--- config.mk ---
export PLATFORM = sky130hd
export DESIGN_NAME = adder4_arbiter_flat
export DESIGN_NICKNAME = d
export VERILOG_FILES = /design/src/rtl/adder4_arbiter_if.sv /design/src/rtl/adder4_arbiter.sv /design/src/flat_wrapper.sv
export SDC_FILE = /design/constraint.sdc
export NUM_CORES = 1
export LEC_CHECK = 0
export ABC_CLOCK_PERIOD_IN_PS = 2850
export BUFFER_PORTS_ARGS = -buffer_cell sky130_fd_sc_hd__buf_2
export CORE_ASPECT_RATIO = 1.4
export CORE_MARGIN = 2
export CORE_UTILIZATION = 46
export DETAILED_ROUTE_END_ITERATION = 8
export PLACE_DENSITY_LB_ADDON = 0.1
export SETUP_SLACK_MARGIN = 0.02
export SLEW_MARGIN = 20
export SYNTH_ARGS = -nofsm -noshare
export SYNTH_HDL_FRONTEND = slang
export SYNTH_SLANG_ARGS = --single-unit
--- constraint.sdc ---
create_clock -name clk -period 2.85 [get_ports clk]
set_input_delay 0 -clock clk [delete_from_list [all_inputs] [get_ports clk]]
set_output_delay 0 -clock clk [all_outputs]
set_load 0.02 [all_outputs]
--- src/rtl/adder4_arbiter_if.sv ---
`default_nettype none
// ============================================================================
// adder4_arbiter_if : request/response bundle for the shared 4-bit adder.
// Optional a_sub/b_sub under ADDER4_ARB_SUB_EN.  Rev 1.0
// ============================================================================
interface adder4_arbiter_if #(
    parameter int WIDTH = 4
);
    logic             a_valid;
    logic             a_ready;
    logic [WIDTH-1:0] a_n1;
    logic [WIDTH-1:0] a_n2;
    logic             b_valid;
    logic             b_ready;
    logic [WIDTH-1:0] b_n1;
    logic [WIDTH-1:0] b_n2;
`ifdef ADDER4_ARB_SUB_EN
    logic             a_sub;
    logic             b_sub;
`endif
    logic             rsp_valid;
    logic             rsp_ready;
    logic             rsp_id;
    logic [WIDTH-1:0] result;
    logic             co;
    logic             overflow;

    modport slave (
        input  a_valid, a_n1, a_n2, b_valid, b_n1, b_n2, rsp_ready,
`ifdef ADDER4_ARB_SUB_EN
        input  a_sub, b_sub,
`endif
        output a_ready, b_ready, rsp_valid, rsp_id, result, co, overflow
    );

    modport master (
        output a_valid, a_n1, a_n2, b_valid, b_n1, b_n2, rsp_ready,
`ifdef ADDER4_ARB_SUB_EN
        output a_sub, b_sub,
`endif
        input  a_ready, b_ready, rsp_valid, rsp_id, result, co, overflow
    );
endinterface
`default_nettype wire

--- src/rtl/adder4_arbiter.sv ---
`default_nettype none
// ============================================================================
// adder4_arbiter : round-robin arbiter sharing one adder between requesters A/B.
// ADDER4_ARB_SUB_EN enables per-request subtract.  Rev 1.0
// ============================================================================
module adder4_arbiter #(
    parameter int WIDTH = 4
) (
    input  wire logic         clk,
    input  wire logic         rst,
    adder4_arbiter_if.slave   bus
);
    localparam int c_MSB = WIDTH - 1;

    typedef enum logic [1:0] {
        S_IDLE = 2'd0,
        S_EXEC = 2'd1,
        S_RESP = 2'd2
    } state_t;

    state_t           r_state;
    state_t           w_state_nxt;
    logic             r_prio;      // 0 = A has priority on a tie, 1 = B
    logic [WIDTH-1:0] r_n1;
    logic [WIDTH-1:0] r_n2;
    logic             r_id;
    logic [WIDTH-1:0] r_result;
    logic             r_co;
    logic             r_ovf;
    logic             r_rsp_id;

    logic             w_grant_a;
    logic             w_grant_b;
    logic             w_rsp_valid;
    logic [WIDTH-1:0] w_n1_sel;
    logic [WIDTH-1:0] w_n2_sel;
    logic [WIDTH:0]   w_sum;
    logic             w_ovf;

`ifdef ADDER4_ARB_SUB_EN
    logic             r_op;
    logic             w_op_sel;
`endif

    always_comb begin
        w_state_nxt = r_state;
        w_grant_a   = 1'b0;
        w_grant_b   = 1'b0;
        w_rsp_valid = 1'b0;
        case (r_state)
            S_IDLE: begin
                w_grant_a = bus.a_valid && (!bus.b_valid || !r_prio);
                w_grant_b = bus.b_valid && (!bus.a_valid ||  r_prio);
                if (bus.a_valid || bus.b_valid) begin
                    w_state_nxt = S_EXEC;
                end
            end
            S_EXEC: begin
                w_state_nxt = S_RESP;
            end
            S_RESP: begin
                w_rsp_valid = 1'b1;
                if (bus.rsp_ready) begin
                    w_state_nxt = S_IDLE;
                end
            end
            default: begin
                w_state_nxt = S_IDLE;
            end
        endcase
    end

    always_ff @(posedge clk or posedge rst) begin
        if (rst) begin
            r_state <= S_IDLE;
        end else begin
            r_state <= w_state_nxt;
        end
    end

    assign w_n1_sel = w_grant_b ? bus.b_n1 : bus.a_n1;
    assign w_n2_sel = w_grant_b ? bus.b_n2 : bus.a_n2;

    // Subtract is add of the inverted operand with carry-in; co then means "no borrow".
`ifdef ADDER4_ARB_SUB_EN
    assign w_op_sel = w_grant_b ? bus.b_sub : bus.a_sub;
    assign w_sum    = {1'b0, r_n1} + {1'b0, (r_op ? ~r_n2 : r_n2)} + {{WIDTH{1'b0}}, r_op};
    assign w_ovf    = ((r_n1[c_MSB] == r_n2[c_MSB]) ^ r_op) && (w_sum[c_MSB] != r_n1[c_MSB]);
`else
    assign w_sum    = {1'b0, r_n1} + {1'b0, r_n2};
    assign w_ovf    = (r_n1[c_MSB] == r_n2[c_MSB]) && (w_sum[c_MSB] != r_n1[c_MSB]);
`endif

    always_ff @(posedge clk or posedge rst) begin
        if (rst) begin
            r_prio   <= 1'b0;
            r_n1     <= '0;
            r_n2     <= '0;
            r_id     <= 1'b0;
            r_result <= '0;
            r_co     <= 1'b0;
            r_ovf    <= 1'b0;
            r_rsp_id <= 1'b0;
`ifdef ADDER4_ARB_SUB_EN
            r_op     <= 1'b0;
`endif
        end else begin
            if (w_grant_a || w_grant_b) begin
                r_n1   <= w_n1_sel;
                r_n2   <= w_n2_sel;
                r_id   <= w_grant_b;
                r_prio <= w_grant_a;
`ifdef ADDER4_ARB_SUB_EN
                r_op   <= w_op_sel;
`endif
            end
            if (r_state == S_EXEC) begin
                r_result <= w_sum[c_MSB:0];
                r_co     <= w_sum[WIDTH];
                r_ovf    <= w_ovf;
                r_rsp_id <= r_id;
            end
        end
    end

    assign bus.a_ready   = w_grant_a;
    assign bus.b_ready   = w_grant_b;
    assign bus.rsp_valid = w_rsp_valid;
    assign bus.rsp_id    = r_rsp_id;
    assign bus.result    = r_result;
    assign bus.co        = r_co;
    assign bus.overflow  = r_ovf;

endmodule
`default_nettype wire

--- src/flat_wrapper.sv ---
// flat-port wrapper written by rule: the top's interface ports become plain ports
module adder4_arbiter_flat 
#(
    parameter int WIDTH = 4
)
  (clk, rst, bus_a_valid, bus_a_n1, bus_a_n2, bus_b_valid, bus_b_n1, bus_b_n2, bus_rsp_ready, bus_a_ready, bus_b_ready, bus_rsp_valid, bus_rsp_id, bus_result, bus_co, bus_overflow);
  adder4_arbiter_if #(.WIDTH(WIDTH)) bus_i ();
  input  wire logic clk;
  input  wire logic rst;
  input wire logic [$bits(bus_i.a_valid)-1:0] bus_a_valid;
  input wire logic [$bits(bus_i.a_n1)-1:0] bus_a_n1;
  input wire logic [$bits(bus_i.a_n2)-1:0] bus_a_n2;
  input wire logic [$bits(bus_i.b_valid)-1:0] bus_b_valid;
  input wire logic [$bits(bus_i.b_n1)-1:0] bus_b_n1;
  input wire logic [$bits(bus_i.b_n2)-1:0] bus_b_n2;
  input wire logic [$bits(bus_i.rsp_ready)-1:0] bus_rsp_ready;
  output wire logic [$bits(bus_i.a_ready)-1:0] bus_a_ready;
  output wire logic [$bits(bus_i.b_ready)-1:0] bus_b_ready;
  output wire logic [$bits(bus_i.rsp_valid)-1:0] bus_rsp_valid;
  output wire logic [$bits(bus_i.rsp_id)-1:0] bus_rsp_id;
  output wire logic [$bits(bus_i.result)-1:0] bus_result;
  output wire logic [$bits(bus_i.co)-1:0] bus_co;
  output wire logic [$bits(bus_i.overflow)-1:0] bus_overflow;
  assign bus_i.a_valid = bus_a_valid;
  assign bus_i.a_n1 = bus_a_n1;
  assign bus_i.a_n2 = bus_a_n2;
  assign bus_i.b_valid = bus_b_valid;
  assign bus_i.b_n1 = bus_b_n1;
  assign bus_i.b_n2 = bus_b_n2;
  assign bus_i.rsp_ready = bus_rsp_ready;
  assign bus_a_ready = bus_i.a_ready;
  assign bus_b_ready = bus_i.b_ready;
  assign bus_rsp_valid = bus_i.rsp_valid;
  assign bus_rsp_id = bus_i.rsp_id;
  assign bus_result = bus_i.result;
  assign bus_co = bus_i.co;
  assign bus_overflow = bus_i.overflow;
  adder4_arbiter #(.WIDTH(WIDTH)) u_core (.clk(clk), .rst(rst), .bus(bus_i));
endmodule
==> impl_results.md <==
- Cell at the root of the clock tree: clkbuf_4
- Final worst path period share: 63.3%
- Post-route total power: 0.00139 W
- Mean cell area of the mapped netlist: 9.64 um2
- Worst setup EP type: flop
- Max-cap viol count: 0
- Routed wire length: 2210 um
- Number of nets in the final layout: 181
- Gr usage total: 20.4%
- Initial antenna violation count: 0
- Critical path's largest stage delay: 570 ps
- Number of buffer and inverter stages on the critical path: 1
- Hold violation count in the final report: 0
- Number of optimization iterations in the first detailed-route pass: 4
- Clock insertion delay at the later pin of the skew report: 290 ps
- Die height: 60.6 um
- Number of enable flip-flop cells after synthesis: 0
- Number of setup violations in the final report: 0
- Syn Nets: 135
- Gate count after technology mapping: 109
- Final period demand of the worst path: 1800 ps
- Portion of the post-synthesis area used by sequential elements: 45.2%
- WP data arrival: 1990 ps
- Cell with the largest stage delay on the worst path: dlygate4sd3_1
- Max Clk Rate: 555 MHz
- Core Box Area: 0.00218 mm2
- Hold WC Path Type: in2reg
- Yosys warnings: 0
- Port Buffer Count: 30
- Sum Neg Setup Slack: 0 ps
- Required time of the critical path: 3040 ps
- Peak VDD IR: 0.513 mV
- Most instantiated cells after synthesis: dfrtp_1 (19), nand3_1 (17), nand2_1 (12)
- Leading cell type by number of instances after synthesis: dfrtp_1
- Cell area after placement: 0.00120 mm2
- Hold worst-path end: u_core.r_n2[3]$_DFFE_PP0P_
- Post-detailed-route via-to-cell ratio: 5.44
- Number of global-route vias before repair: 944
- Critical path peak fanout: 8
- Fraction of final layout cells sized beyond drive strength 1: 26.0%
- Chip Width: 44.4 um
- DRC Markers: 0
- Count of routing violations after the opening detailed-route iteration: 10
- Share of synthesized flip-flops with an asynchronous set or reset: 100%
- Starting Density: 48.3%
- Top-Level Pins: 31
- Overflow after GRT: 0
- Yosys reg bits: 19
- Destination of the worst register-to-register timing path: u_core.r_n2[0]$_DFFE_PP0P_
- Total clock buffers created by CTS: 3
- Fill cells: 203
- Power per cell area: 1010 mW/mm2
- Wire length of the first global-routing pass: 3990 um
- Clock slew at the register clock pins of the worst setup and hold paths: 110 ps
- H-tree depth reported by CTS: 1
- Primary FF master, synth: dfrtp_1
- Pin count of the biggest net entering global routing: 20
- Area of the die: 0.00269 mm2
- Final core utilization: 63.2%
- Ranking of synthesized cells by area: dfrtp_1 (45%), nand3_1 (8.1%), o2111ai_1 (6.7%)
- Setup slack on the worst flop-to-flop path: 1050 ps
- Detailed-route wire length per cell: 12.5 um
- Number of max-slew violations in the final report: 0
- Count of different cell masters after synthesis: 30
- Slew at the pin closest to its max-slew limit: 707 ps
- Reg2Reg Launch Point: u_core.r_state[1]$_DFFE_PP0P_
- HPWL after detailed placement: 1700 um
- Placer congestion estimate: 0.729
- RSZ-0062 raised after global routing: no
- Post-Layout Inst Area: 0.00138 mm2
- Cell area after synthesis: 0.00105 mm2
- Sink Count: 19
- Critical path launch point type: flop
- Share of Yosys cell area claimed by the top area cell type: 45.2%
- Max-Slew Margin vs Limit: 52.8%
- Critical path class: reg2reg
- Number of rows created at floorplan: 20
- Cell family with the largest share of critical-path delay: buffers and inverters
- Synthesis-to-finish area growth: 31.0%
- Worst path cell trace: or2_1, o21ai_0, nand3_1, dlygate4sd3_1
- Min-Delay Path Depth: 3
- Worst hold slack: 10.3 ps
- Antenna diode count: 0
- Worst clock skew: 6.73 ps
- Worst-case reg-to-reg path depth: 4
- Via count of the routed design: 958
- P_leak: 0.680 nW
- Start point of the worst hold path: bus_a_n2[3]
- Maximum count of clock buffers along a single path: 2
- Post-detailed-route count of antenna-violating nets: 0
- Top cell type by total area after synthesis: dfrtp_1
- Result of the run: complete, no violations
- CTS tree: built
==> through the flow <==
stage	instances	worst slack, ps
after detailed placement	157	1390
after global routing	176	923
after floorplan	109	1530
after global placement	157	1480
final	176	1050
after CTS	176	1040
==> logic make-up (layout without fill, tap and decap cells) <==
| group | after synthesis | in the layout | share of synthesized area (%) |
|---|---|---|---|
| flip-flops | 19 | 19 | 45.2 |
| buffers and inverters | 12 | 57 | 5.71 |
| AND/OR/NAND/NOR | 45 | 45 | 23.5 |
| adder cells (fa/ha/maj) | 5 | 5 | 6.67 |
| XOR/XNOR | 1 | 1 | 0.833 |
| AO/OA/AOI/OAI | 27 | 27 | 18.1 |
==> where the power goes <==
part | internal [W] | leakage, nW | total, W | switching [W]
combinational | 0.000332 | 0.429 | 0.000766 | 0.000434
clock | 0.0000522 | 0.0177 | 0.000135 | 0.0000827
sequential | 0.000401 | 0.233 | 0.000487 | 0.0000864
total | 0.000785 | 0.680 | 0.00139 | 0.000603
==> worst max-delay path by stage <==
stage | start | depth (start not counted) | endpoint
2_1_floorplan | u_core.r_n2[2]$_DFFE_PP0P_ | 4 | u_core.bus.overflow$_DFFE_PP0N_
3_3_place_gp | u_core.r_n2[2]$_DFFE_PP0P_ | 4 | u_core.bus.overflow$_DFFE_PP0N_
3_5_place_dp | u_core.r_n2[2]$_DFFE_PP0P_ | 4 | u_core.bus.overflow$_DFFE_PP0N_
4_1_cts | u_core.r_state[1]$_DFFE_PP0P_ | 4 | u_core.r_n1[0]$_DFFE_PP0P_
5_1_grt | u_core.r_state[1]$_DFFE_PP0P_ | 4 | u_core.r_n1[0]$_DFFE_PP0P_
6_report | u_core.r_state[1]$_DFFE_PP0P_ | 4 | u_core.r_n2[0]$_DFFE_PP0P_
==> sequential cells by signal, indices dropped and copies added (netlist names) <==
signal and flops:
u_core.bus.result 4, u_core.r_n1 4, u_core.r_n2 4, u_core.r_state 2
u_core.bus.co 1, u_core.bus.overflow 1, u_core.bus.rsp_id 1, u_core.r_id 1
u_core.r_prio 1
==> placed cells by master, fill, tap and decap left out, drive strengths merged, types with 2 or more instances in the layout <==
cell / n
o21ai: 10
nor2: 6
ha: 4
clkbuf: 3
nand2: 12
clkinv: 2
nand2b: 2
a21oi: 3
dfrtp: 19
o2111ai: 8
nand3: 17
buf: 30
dlygate4sd3: 15
o211ai: 2
inv: 7
==> routing by layer <==
layer | GRT usage, % | up-vias | wire length, um | part of all wire (%)
li1 | - | 484 | - | -
met1 | 22.0 | 447 | 922 | 42
met2 | 38.7 | 25 | 1190 | 54
met3 | 2.68 | 2 | 77 | 3.5
met4 | 9.09 | 0 | 19 | 0.86
met5 | 0 | - | 0 | 0
==> worst register-to-register path, stage by stage, from the launching register on <==
cell	delay (ps)
dfrtp_1	470
or2_1	380
o21ai_0	210
nand3_1	80
dlygate4sd3_1	570
==> area by class of cell <==
class,instances,area (um2),share of cell area [%]
sequential,19,475,34.5
clock buffer,3,22.5,1.64
timing repair buffer,45,300,21.8
clock inverter,1,5.00,0.364
inverter,8,30.0,2.18
multi-input combinational,78,515,37.5
tap,22,27.5,2.00
==> repair_timing <==
| action | CTS | global route |
|---|---|---|
| setup buffers | 0 | 0 |
| gates resized for setup | 0 | 0 |
| hold endpoints to repair | 28 | 0 |
| hold buffers | 15 | 0 |
Power figures use the tool's default switching activity.
